`config.mk`:
```
export PLATFORM = sky130hd
export DESIGN_NAME = jtcop_gfx_arb
export DESIGN_NICKNAME = d
export VERILOG_FILES = /design/src/rtl/jtcop_gfx_arb.sv
export SDC_FILE = /design/constraint.sdc
export NUM_CORES = 1
export LEC_CHECK = 0
export BUFFER_PORTS_ARGS = -buffer_cell sky130_fd_sc_hd__clkbuf_2
export CORE_ASPECT_RATIO = 2
export CORE_MARGIN = 1
export CORE_UTILIZATION = 40
export DETAILED_ROUTE_END_ITERATION = 6
export GPL_TIMING_DRIVEN = 0
export SETUP_SLACK_MARGIN = 0.3
export SYNTH_ARGS = -nofsm -noshare
export SYNTH_HDL_FRONTEND = slang
export SYNTH_SLANG_ARGS = --single-unit
```
`constraint.sdc`:
```
create_clock -name clk -period 2.33 [get_ports clk]
set_input_delay 0.233 -clock clk [delete_from_list [all_inputs] [get_ports clk]]
set_output_delay 0.233 -clock clk [all_outputs]
set_load 0.01 [all_outputs]
```
`src/rtl/jtcop_gfx_arb.sv`:
```
// Shares one SDRAM read slot between the three BAC06 tile-ROM ports.
// Each port has a one-word cache; misses are served round-robin, one at a time.
module jtcop_gfx_arb #(
  parameter logic [20:0] B0_OFFSET = 21'h00000,
  parameter logic [20:0] B1_OFFSET = 21'h80000,
  parameter logic [20:0] B2_OFFSET = 21'h100000,
  parameter logic [7:0]  TIMEOUT   = 8'd255
) (
  input  logic        clk,
  input  logic        rst_n,
  input  logic        b0_cs,
  input  logic        b1_cs,
  input  logic        b2_cs,
  input  logic [18:0] b0_addr,
  input  logic [18:0] b1_addr,
  input  logic [18:0] b2_addr,
  output logic [31:0] b0_data,
  output logic [31:0] b1_data,
  output logic [31:0] b2_data,
  output logic        b0_ok,
  output logic        b1_ok,
  output logic        b2_ok,
  output logic        sd_cs,
  output logic [20:0] sd_addr,
  input  logic [31:0] sd_data,
  input  logic        sd_ok,
  output logic        sd_timeout
);

  typedef enum logic [1:0] {ST_IDLE, ST_WAIT, ST_GAP} state_t;

  localparam logic [20:0] OFFS [3] = '{B0_OFFSET, B1_OFFSET, B2_OFFSET};

  state_t      r_state, w_next;
  logic [18:0] r_cache_addr [3];
  logic [31:0] r_cache_data [3];
  logic [2:0]  r_valid;
  logic [1:0]  r_gnt, r_rr;
  logic [18:0] r_lat_addr;
  logic [7:0]  r_tmo;

  logic [18:0] w_addr [3];
  logic [2:0]  w_cs, w_hit, w_pend;
  logic [1:0]  w_ord [3];
  logic [1:0]  w_sel;
  logic        w_req, w_start, w_done, w_abort;

  assign w_addr = '{b0_addr, b1_addr, b2_addr};
  assign w_cs   = {b2_cs, b1_cs, b0_cs};

  assign w_hit[0] = r_valid[0] && (r_cache_addr[0] == b0_addr);
  assign w_hit[1] = r_valid[1] && (r_cache_addr[1] == b1_addr);
  assign w_hit[2] = r_valid[2] && (r_cache_addr[2] == b2_addr);
  assign w_pend   = w_cs & ~w_hit;

  assign b0_ok   = b0_cs & w_hit[0];
  assign b1_ok   = b1_cs & w_hit[1];
  assign b2_ok   = b2_cs & w_hit[2];
  assign b0_data = r_cache_data[0];
  assign b1_data = r_cache_data[1];
  assign b2_data = r_cache_data[2];

  // Search order starts just after the last granted port.
  always_comb begin
    case (r_rr)
      2'd0:    w_ord = '{2'd1, 2'd2, 2'd0};
      2'd1:    w_ord = '{2'd2, 2'd0, 2'd1};
      default: w_ord = '{2'd0, 2'd1, 2'd2};
    endcase
    w_req = 1'b1;
    w_sel = w_ord[0];
    if (w_pend[w_ord[0]])      w_sel = w_ord[0];
    else if (w_pend[w_ord[1]]) w_sel = w_ord[1];
    else if (w_pend[w_ord[2]]) w_sel = w_ord[2];
    else                       w_req = 1'b0;
  end

  always_comb begin
    w_next  = r_state;
    w_start = 1'b0;
    w_done  = 1'b0;
    w_abort = 1'b0;
    case (r_state)
      ST_IDLE: begin
        if (w_req) begin
          w_start = 1'b1;
          w_next  = ST_WAIT;
        end
      end
      ST_WAIT: begin
        if (sd_ok) begin
          w_done = 1'b1;
          w_next = ST_GAP;
        end else if (r_tmo == TIMEOUT) begin
          w_abort = 1'b1;
          w_next  = ST_GAP;
        end
      end
      default: w_next = ST_IDLE;
    endcase
  end

  always_ff @(posedge clk or negedge rst_n) begin
    if (!rst_n) r_state <= ST_IDLE;
    else        r_state <= w_next;
  end

  always_ff @(posedge clk or negedge rst_n) begin
    if (!rst_n) begin
      r_cache_addr <= '{default: '0};
      r_cache_data <= '{default: '0};
      r_valid      <= '0;
      r_gnt        <= 2'd0;
      r_rr         <= 2'd2;
      r_lat_addr   <= '0;
      r_tmo        <= '0;
      sd_cs        <= 1'b0;
      sd_addr      <= '0;
      sd_timeout   <= 1'b0;
    end else begin
      if (w_start) begin
        r_gnt      <= w_sel;
        r_rr       <= w_sel;
        r_lat_addr <= w_addr[w_sel];
        sd_addr    <= {2'b00, w_addr[w_sel]} + OFFS[w_sel];
        sd_cs      <= 1'b1;
        r_tmo      <= '0;
      end
      // The cache takes the latched address, not the port's current one.
      if (w_done) begin
        r_cache_addr[r_gnt] <= r_lat_addr;
        r_cache_data[r_gnt] <= sd_data;
        r_valid[r_gnt]      <= 1'b1;
        sd_cs               <= 1'b0;
      end
      if (w_abort) begin
        sd_cs      <= 1'b0;
        sd_timeout <= 1'b1;
      end
      if (r_state == ST_WAIT && !w_done && !w_abort) r_tmo <= r_tmo + 8'd1;
    end
  end

endmodule

```
After elaboration in Yosys (flattened, before gate mapping)
Cells that the tools add are included.
{"block": "classes", "reduce_logical": 14, "order_cmp": 8, "mul": 0, "addsub": 2, "bitwise": 8, "mux": 43, "n_div": 0, "shifts": 0, "eq_ne": 8}
{"cell": "$bwmux 96", "count": 1}
{"cell": "$demux 32 s2", "count": 1}
{"cell": "$bwmux 57", "count": 1}
{"cell": "$eq 19x19->1", "count": 3}
{"cell": "$mux 19", "count": 3}
{"cell": "$bmux 21 s2", "count": 1}
{"cell": "$mux 21", "count": 2}
{"cell": "$bmux 19 s2", "count": 1}
{"cell": "$demux 19 s2", "count": 1}
{"cell": "$mux 32", "count": 1}
{"cell": "$add 19x21->21", "count": 1}
{"cell": "$mux 1", "count": 17}
{"cell": "$mux 8", "count": 2}
{"cell": "$lt 2x3->1 const B", "count": 4}
{"cell": "$mux 2", "count": 6}
{"cell": "$pmux 6 s2", "count": 1}
{"cell": "$add 8x1->8 const B", "count": 1}
{"cell": "$eq 8x8->1 const B", "count": 1}
{"cell": "$logic_and 1x1->1", "count": 7}
{"cell": "$bmux 1 s2", "count": 3}
{"cell": "$ge 3x3->1 const B", "count": 2}
{"cell": "$not 2->3", "count": 2}
{"cell": "$eq 2x1->1 const B", "count": 2}
{"cell": "$logic_not 2->1", "count": 2}
{"cell": "other kinds (14)", "count": 17}
{"block": "totals", "wordCells": 98, "latch_bits": 0, "output_inout_bits": 122, "mem_bits_ro": 0, "in_bits": 95, "mem_bits_rw": 0, "memories": 0, "register_bits": 212}

Longest topological paths before layout
Gate-level depths: netlist of run 1.
{"block": "logic_depth", "ltp_word": 14, "mapped_depth": 10, "ltp_nobuf": 8}

Least setup slack after synthesis of run 1
No wires, ideal clock.
{"block": "synth_path", "path_kind": "reg2reg", "startpoint": "register r_cache_addr[26] in the netlist's numbering", "endpoint": "register r_lat_addr[10]", "setup_ps": 130, "t_required_ps": 2200, "path_slack_ps": 333, "arrival_ps": 1867, "n_path_buf": 1, "path_stages_with_launch": 10, "period_less_slack_ps": 1997, "path_cell_list": "dfrtp_1 > xnor2_1 > nand4_1 > nor3_2 > a21bo_2 > o21ai_1 > a31oi_2 > buf_4 > mux2i_1 > o221ai_2"}
{"block": "synth_between", "elab_chain_len": 13, "elab_cells_between_ends": 22, "classes_between": "1 x eq/ne; 17 x mux; 3 x bitwise; 1 x reduce/logical"}
{"element": "start: declaration", "line": "35", "text": "logic [18:0] r_cache_addr [3];"}
{"element": "start signal: indexed assignment", "line": "131", "text": "r_cache_addr[r_gnt] <= r_lat_addr;"}
{"element": "$eq 19x19->1 (*)", "line": "52", "text": "assign w_hit[1] = r_valid[1] && (r_cache_addr[1] == b1_addr);"}
{"element": "$logic_and 1x1->1 (*)", "line": "52"}
{"element": "$not 3->3 (*)", "line": "54", "text": "assign w_pend = w_cs & ~w_hit;"}
{"element": "$and 3x3->3 (*)", "line": "54"}
{"element": "$bmux 1 s2", "line": "74", "text": "else if (w_pend[w_ord[2]]) w_sel = w_ord[2];"}
{"element": "$mux 1 (not written as such)", "line": "74"}
{"element": "$mux 2", "line": "74"}
{"element": "$mux 2", "line": "73", "text": "else if (w_pend[w_ord[1]]) w_sel = w_ord[1];"}
{"element": "$mux 2", "line": "72", "text": "if (w_pend[w_ord[0]]) w_sel = w_ord[0];"}
{"element": "$not 2->3 (not written as such)", "line": "124", "text": "r_lat_addr <= w_addr[w_sel];"}
{"element": "$bmux 19 s2", "line": "124"}
{"element": "$mux 19 (not written as such) (2 in series)", "line": "124"}
{"element": "end signal: assignment", "line": "124"}
{"element": "end: declaration", "line": "39", "text": "logic [18:0] r_lat_addr;"}
Mark *: on every way between the ends. The rest lies on a longest branch, timed or not. The select of a mux whose other input is x is not followed.
A chain may end at the register's enable or synchronous reset.

Worst setup path after layout of run 1
{"block": "layout_path", "startpoint": "register r_cache_addr[35] in the netlist's numbering", "endpoint": "register r_lat_addr[2]"}
Same word-level chain as after synthesis.

==> out/qor.csv, run 1 <==
metric;value;unit
Synth Net Count;699;
Least-Margin Pin Slew;0.813;ns
Final Cycle Share;107;%
HPWL after DPL;17.2;mm
ANT cells;0;
synth warn;0;
Multi-input gate area;0.00351;mm2
initial antenna violation count;0;
multiplexer share of the synthesized area;23.4;%
most used flip-flop cell after synthesis;dfrtp_1;
Max-slew headroom;45.8;%
CTS tree;done;
Initial Utilization;40.9;%
port bufs;216;
RSZ-0062 raised after global routing;yes;
syn avg cell area;13.9;um2
clock latency on the worst-skew pair;0.44;ns
Placer Congestion;0.805;
crit-path max FO;5;
P_leak;5.28;nW
xor/xnor share of the synthesized area;6.07;%
WHS Path Cells;2;
nets;959;
number of library cell types mapped by synthesis;40;
Crit Path Category;reg -> reg;
DIE HEIGHT;207;um
maximum VDD drop;718;uV
vias in the first global route;6341;
worst hold endpoint;b1_data[28];
Final setup viols;24;
Max Clk Rate;402;MHz
Total GRT Usage;22.7;%
Filler cells;1757;
final non-filler cell total;1141;
FF-to-FF setup slack;-0.16;ns
status;finished with violations;
FF+latch area;0.00481;mm2
DRT iter0 DRCs;229;
max-cap viol count;0;
clock-pin slew on the worst setup and hold paths;0.08;ns
htree depth;4;
area delta synth->final;30.6;%
R2R depth;10;
final core utilization;53.4;%
final hold vios;0;
most frequent cells in the layout;clkbuf_2 (218), dfrtp_1 (191), mux2_2 (153), xnor2_1 (46), inv_1 (24);
crit-path cells;xnor2_2 > nand4_1 > nor3_2 > a21bo_2 > o21ai_2 > a31oi_4 > buf_4 > buf_8 > mux2i_2 > o221ai_2;
Post-Synth Adder-Cell Area;0.150;%
WL per Instance;20.8;um
CP peak stage delay;0.41;ns
total power divided by cell area;1370;mW/mm2
main combinational cell family by area after synthesis;multiplexers;
Placed Cells;1086;
EDFF count, synth;0;
Req. time, crit path;2.65;ns
failing checks;negative setup slack;
worst r2r src;r_cache_addr[35];
Compound-Gate Fraction of Synth Area;5.16;%
first-pass GRT wire length;36.0;mm
cell count after synthesis;603;
most common cell after layout, fill and taps aside;clkbuf_2;
Layout Skew;0.0116;ns
Synth area leader;dfrtp_1;
critical path endpoint category;register;
DRT Wirelength;23.7;mm
Site Rows;74;
post-synthesis sequential area ratio;57.4;%
Chip Width;104;um
DRC viols;0;
Max clock buf depth;2;
vias post-DR;5776;
area of the core;0.0205;mm2
Final WS setup;-0.158;ns
Clock Root Buffer;clkbuf_16;
CP Launch Type;register;
CTS buffer count;17;
Simple-Gate Fraction of Synth Area;4.83;%
Slew Limit Fails;0;
area share of the largest cell type after synthesis;57.1;%
Worst EP arrival;2.81;ns
CTS sink cnt;192;
Initial DRT Pass Iterations;4;
gr ovfl total;0;
Min Clock Period, post-route;2.49;ns
I/O pin count;217;
start point of the worst hold path;sd_data[28];
Detail Route Antenna Nets;0;
synthesis-stage register bit count;192;
largest net degree at the start of global routing;100;
cells taking the most area after synthesis;dfrtp_1 (57%), mux2_2 (21%), xnor2_1 (6.0%);
CP max-delay cell;dfrtp_1;
Post-Syn Area;0.00837;mm2
vias per inst;5.06;
layout cells sized above 1;57.4;%
Async S/R FF share, synth;100;%
die area;0.0215;mm2
Hold Path Class;in -> reg;
RR Endpoint;r_lat_addr[2];
-- worst max-delay path by stage --
stage	start	end
after floorplan	r_cache_addr[26]	r_lat_addr[10]
after global placement	rst_n	b0_data[3]
after detailed placement	r_state[1]	r_cache_addr[41]
after CTS	r_cache_addr[15]	r_lat_addr[2]
after global routing	r_cache_addr[15]	r_lat_addr[6]
final	r_cache_addr[35]	r_lat_addr[2]
-- cells in the mapped netlist (2+ instances only) --
library cell / n
clkbuf_1: 13
nand2_1: 22
mux2i_1: 21
buf_6: 5
a21oi_1: 2
mux2_2: 155
dfrtp_1: 191
o31ai_2: 2
nor3_2: 3
o221ai_1: 9
o221ai_2: 10
a21boi_1: 2
buf_2: 7
and3_1: 7
or2_2: 2
xnor2_1: 57
nand3_1: 3
and2_1: 2
o21ai_0: 13
inv_1: 25
nand2b_1: 9
buf_4: 2
nor2_1: 9
nand4_1: 16
-- power by group --
group	switching, W	leakage (nW)	internal [W]	total, W
sequential	0.00105	2.37	0.00488	0.00594
clock	0.00130	0.272	0.00153	0.00283
combinational	0.00294	2.64	0.00322	0.00616
total	0.00529	5.28	0.00963	0.0149
-- kinds of logic after synthesis --
| logic type | after synthesis |
|---|---|
| flops | 192 |
| mux | 176 |
| simple gates | 76 |
| xor+xnor | 58 |
| buf+inv | 52 |
| compound gates | 48 |
| fa+ha+maj | 1 |
-- final cells by class --
| class | instances | share of cell area, % |
|---|---|---|
| flip-flops and latches | 192 | 44.0 |
| multi-input cells | 359 | 32.1 |
| repair buffers | 241 | 12.7 |
| clock buffers | 19 | 4.15 |
| well taps | 266 | 3.05 |
| plain buffers | 27 | 2.10 |
| clock inverters | 12 | 0.985 |
| inverters | 25 | 0.859 |
-- layer usage --
metal	GRT usage, %	up-vias	wire, um
met5	0	-	0
met4	14.4	0	1140
met3	5.09	50	1040
met2	42.0	169	13400
met1	22.8	2923	8160
li1	-	2634	-
-- timing repair --
action | in CTS | in global routing
pin swaps | 20 | 5
endpoints found under the hold margin | 97 | 0
cloned | 3 | 1
resized for setup | 75 | 14
setup buffers | 12 | 7
setup endpoints to repair | 187 | 95
hold buffers | 1 | 0
-- registers in the layout, summed over array words and instances (netlist names), 2 cells and up --
| register | count |
|---|---|
| r_cache_addr | 57 |
| r_tmo | 8 |
| b1_data | 32 |
| r_valid | 3 |
| r_state | 2 |
| r_lat_addr | 18 |
| b0_data | 32 |
| sd_addr | 3 |
| r_gnt | 2 |
| b2_data | 32 |
-- worst max-delay path: cells and delay by family, from the launching register on --
family          cells  cell delay, ns
compound gates      4            0.69
xor+xnor            1            0.28
buf+inv             2            0.30
flops               1            0.41
mux                 1            0.23
simple gates        2            0.44
-- stage by stage --
stage / setup WS [ns] / TNS [ns] / instance area [um2] / hold slack, ns / power (W)
2_1_floorplan: 0.333 / 0 / 8370 / -0.0626 / 0.00908
3_3_place_gp: -2.41 / -484.82 / 9780 / 0.460 / 0.0112
3_5_place_dp: -0.423 / -26.56 / 9820 / 0.389 / 0.0114
4_1_cts: -0.106 / -1.31 / 10800 / 0.0263 / 0.0149
5_1_grt: -0.247 / -5.00 / 10900 / 0.0442 / 0.0157
6_report: -0.158 / -2.47 / 10900 / 0.0499 / 0.0149
(Power assumes the default switching activity.)
==> run 2: changes to the inputs <==
- clock period: 2.33 -> 3.17 ns (I/O delays scaled with it)
==> run 2 against run 1 <==
The flow now finishes without violations. Clock power down 27%. Die area unchanged. Global-route usage down 0.81 points. Register-to-register slack better by 0.64 ns. Sequential cell count unchanged. Wire length down 4.5%. Hold slack better by 0.082 ns. Final area down 4.9%. Clock skew about the same. Critical endpoint is now r_lat_addr[16].
==> out/qor.csv, run 2 (synthesized netlist as in run 1, its figures left out) <==
metric;value;unit;change
part of the power in the clock network;20.1;%;+1.1 points
vias per inst;5.04;;-0.50%
Chip Width;104;um;unchanged
clock-pin slew on the worst setup and hold paths;0.08;ns;about the same
final hold vios;0;;unchanged
Clock Root Buffer;clkbuf_16;;
Detail Route Antenna Nets;0;;unchanged
pre-CTS worst setup slack;0.415;ns;+0.838 ns
TNS Setup;0;ns;+2.47 ns
final core utilization;50.8;%;-2.6 points
largest net degree at the start of global routing;100;;unchanged
Overall Power;0.0104;W;-30%
first-pass GRT wire length;34.8;mm;-3.3%
RSZ-0062 raised after global routing;no;;
Largest Register;r_cache_addr;;
WHS Path Cells;2;;unchanged
initial antenna violation count;0;;unchanged
total power divided by cell area;999;mW/mm2;-27%
nets;936;;-2.4%
Site Rows;74;;unchanged
Worst EP arrival;3.00;ns;+0.19 ns
port bufs;216;;unchanged
die area;0.0215;mm2;unchanged
Hold Path Class;in -> reg;;
Slew Limit Fails;0;;unchanged
DRT Wirelength;22.6;mm;-4.5%
Post-CTS Setup Inserts;0;;-12
RR Endpoint;r_lat_addr[16];;
crit-path max FO;10;;+5
I/O pin count;217;;unchanged
DRT iter0 DRCs;255;;+11%
NetSw;0.00368;W;-31%
layout cells sized above 1;51.6;%;-5.7 points
CP Launch Type;register;;
Critical path destination;r_lat_addr[16];;
CTS buffer count;17;;unchanged
most frequent cells in the layout;clkbuf_2 (215), dfrtp_1 (191), mux2_2 (155), xnor2_1 (57), inv_1 (25);;
Final Cycle Share;84.6;%;-22 points
gr ovfl total;0;;unchanged
Total GRT Usage;21.9;%;-0.81 points
area delta synth->final;24.2;%;
Int Power;0.00670;W;-30%
start point of the worst hold path;sd_data[0];;
Max-slew headroom;45.5;%;-0.28 points
vias post-DR;5631;;-2.5%
HPWL after DPL;17.2;mm;unchanged
combinational power share;38.3;%;-3.0 points
WL per Instance;20.3;um;-2.5%
CTS sink cnt;192;;unchanged
DIE HEIGHT;207;um;unchanged
htree depth;4;;unchanged
Placed Area;0.00982;mm2;unchanged
ANT cells;0;;unchanged
worst r2r src;r_cache_addr[35];;
CTS tree;done;;
max-cap viol count;0;;unchanged
Switching Fraction;35.4;%;about the same
Design Area, Final;0.0104;mm2;-4.9%
vias in the first global route;6100;;-3.8%
number of flip-flops under the largest register name;57;;unchanged
R2R depth;9;;-1
Initial DRT Pass Iterations;4;;unchanged
Req. time, crit path;3.49;ns;+0.84 ns
DRC viols;0;;unchanged
Crit Path Category;reg -> reg;;
Min Clock Period, post-route;2.68;ns;+0.195 ns
Max clock buf depth;2;;unchanged
area of the core;0.0205;mm2;unchanged
Layout Skew;0.0121;ns;+0.000475 ns
Placer Congestion;0.805;;unchanged
FF-to-FF setup slack;0.49;ns;+0.64 ns
Initial Utilization;40.9;%;unchanged
status;completed;;
clock latency on the worst-skew pair;0.45;ns;about the same
sequential power share;41.7;%;+1.9 points
P_leak;4.99;nW;-5.3%
Final WS setup;0.487;ns;+0.645 ns
Filler cells;1826;;+3.9%
critical path endpoint category;register;;
most common cell after layout, fill and taps aside;clkbuf_2;;
Max Clk Rate;373;MHz;-7.3%
Crit. Startpoint;r_cache_addr[35];;
Final setup viols;0;;-100%
maximum VDD drop;527;uV;-27%
Least-Margin Pin Slew;0.817;ns;+0.00422 ns
[run 2: changes by cell type in the layout (fill, tap and decap cells not counted), sizes merged]
| cell | change |
|---|---|
| buf | -28 |
| clkbuf | +5 |
[run 2: area by class of cell]
cell class / count / area (um2) / area share, %
timing repair buffer: 218 / 1130 / 10.8
sequential: 192 / 4810 / 46.2
clock buffer: 19 / 453 / 4.36
inverter: 25 / 93.8 / 0.903
buffer: 27 / 155 / 1.49
multi-input combinational: 359 / 3320 / 31.9
tap: 266 / 333 / 3.20
clock inverter: 12 / 108 / 1.04
[run 2: per-layer routing]
layer	share of wire, %	GRT usage, %	vias up
li1	-	-	2589
met3	4.5	4.87	34
met5	0	0	-
met2	57	41.7	147
met1	35	22.5	2861
met4	3.4	10.3	0
[run 2: repair_timing]
item                                    CTS  global route
resized for setup                         0             1
endpoints found under the setup margin    0             1
hold buffers                              1             0
endpoints found under the hold margin    27             0
[run 2: how the worst min path moves through the flow]
stage,end
after floorplan,b0_data[0]
after global placement,r_valid[1]
after detailed placement,r_valid[1]
after CTS,b1_data[28]
after global routing,b1_data[28]
final,b1_data[0]
[run 2: per-stage QoR]
stage	cells	hold WS (ns)
6_report	1118	0.132
5_1_grt	1118	0.128
4_1_cts	1118	0.110
3_5_place_dp	1086	0.457
3_3_place_gp	1085	0.460
2_1_floorplan	603	0.0214
[run 2: worst max-delay path, cell delays in order (launching register included)]
cell and delay (ns):
dfrtp_1 0.39, xnor2_1 0.37, nand4_1 0.24, nor3_2 0.29, a21bo_2 0.20, o21ai_1 0.08
a31oi_2 0.29, buf_4 0.30, mux2i_1 0.29, o221ai_2 0.11
[run 2: power by group through the flow]
stage / Combinational (W) / Sequential [W] / Clock, W
after floorplan: 0.00210 / 0.00457 / 0
after global placement: 0.00393 / 0.00429 / 0
after detailed placement: 0.00404 / 0.00437 / 0
after CTS: 0.00405 / 0.00432 / 0.00214
after global routing: 0.00427 / 0.00448 / 0.00221
final: 0.00397 / 0.00432 / 0.00208
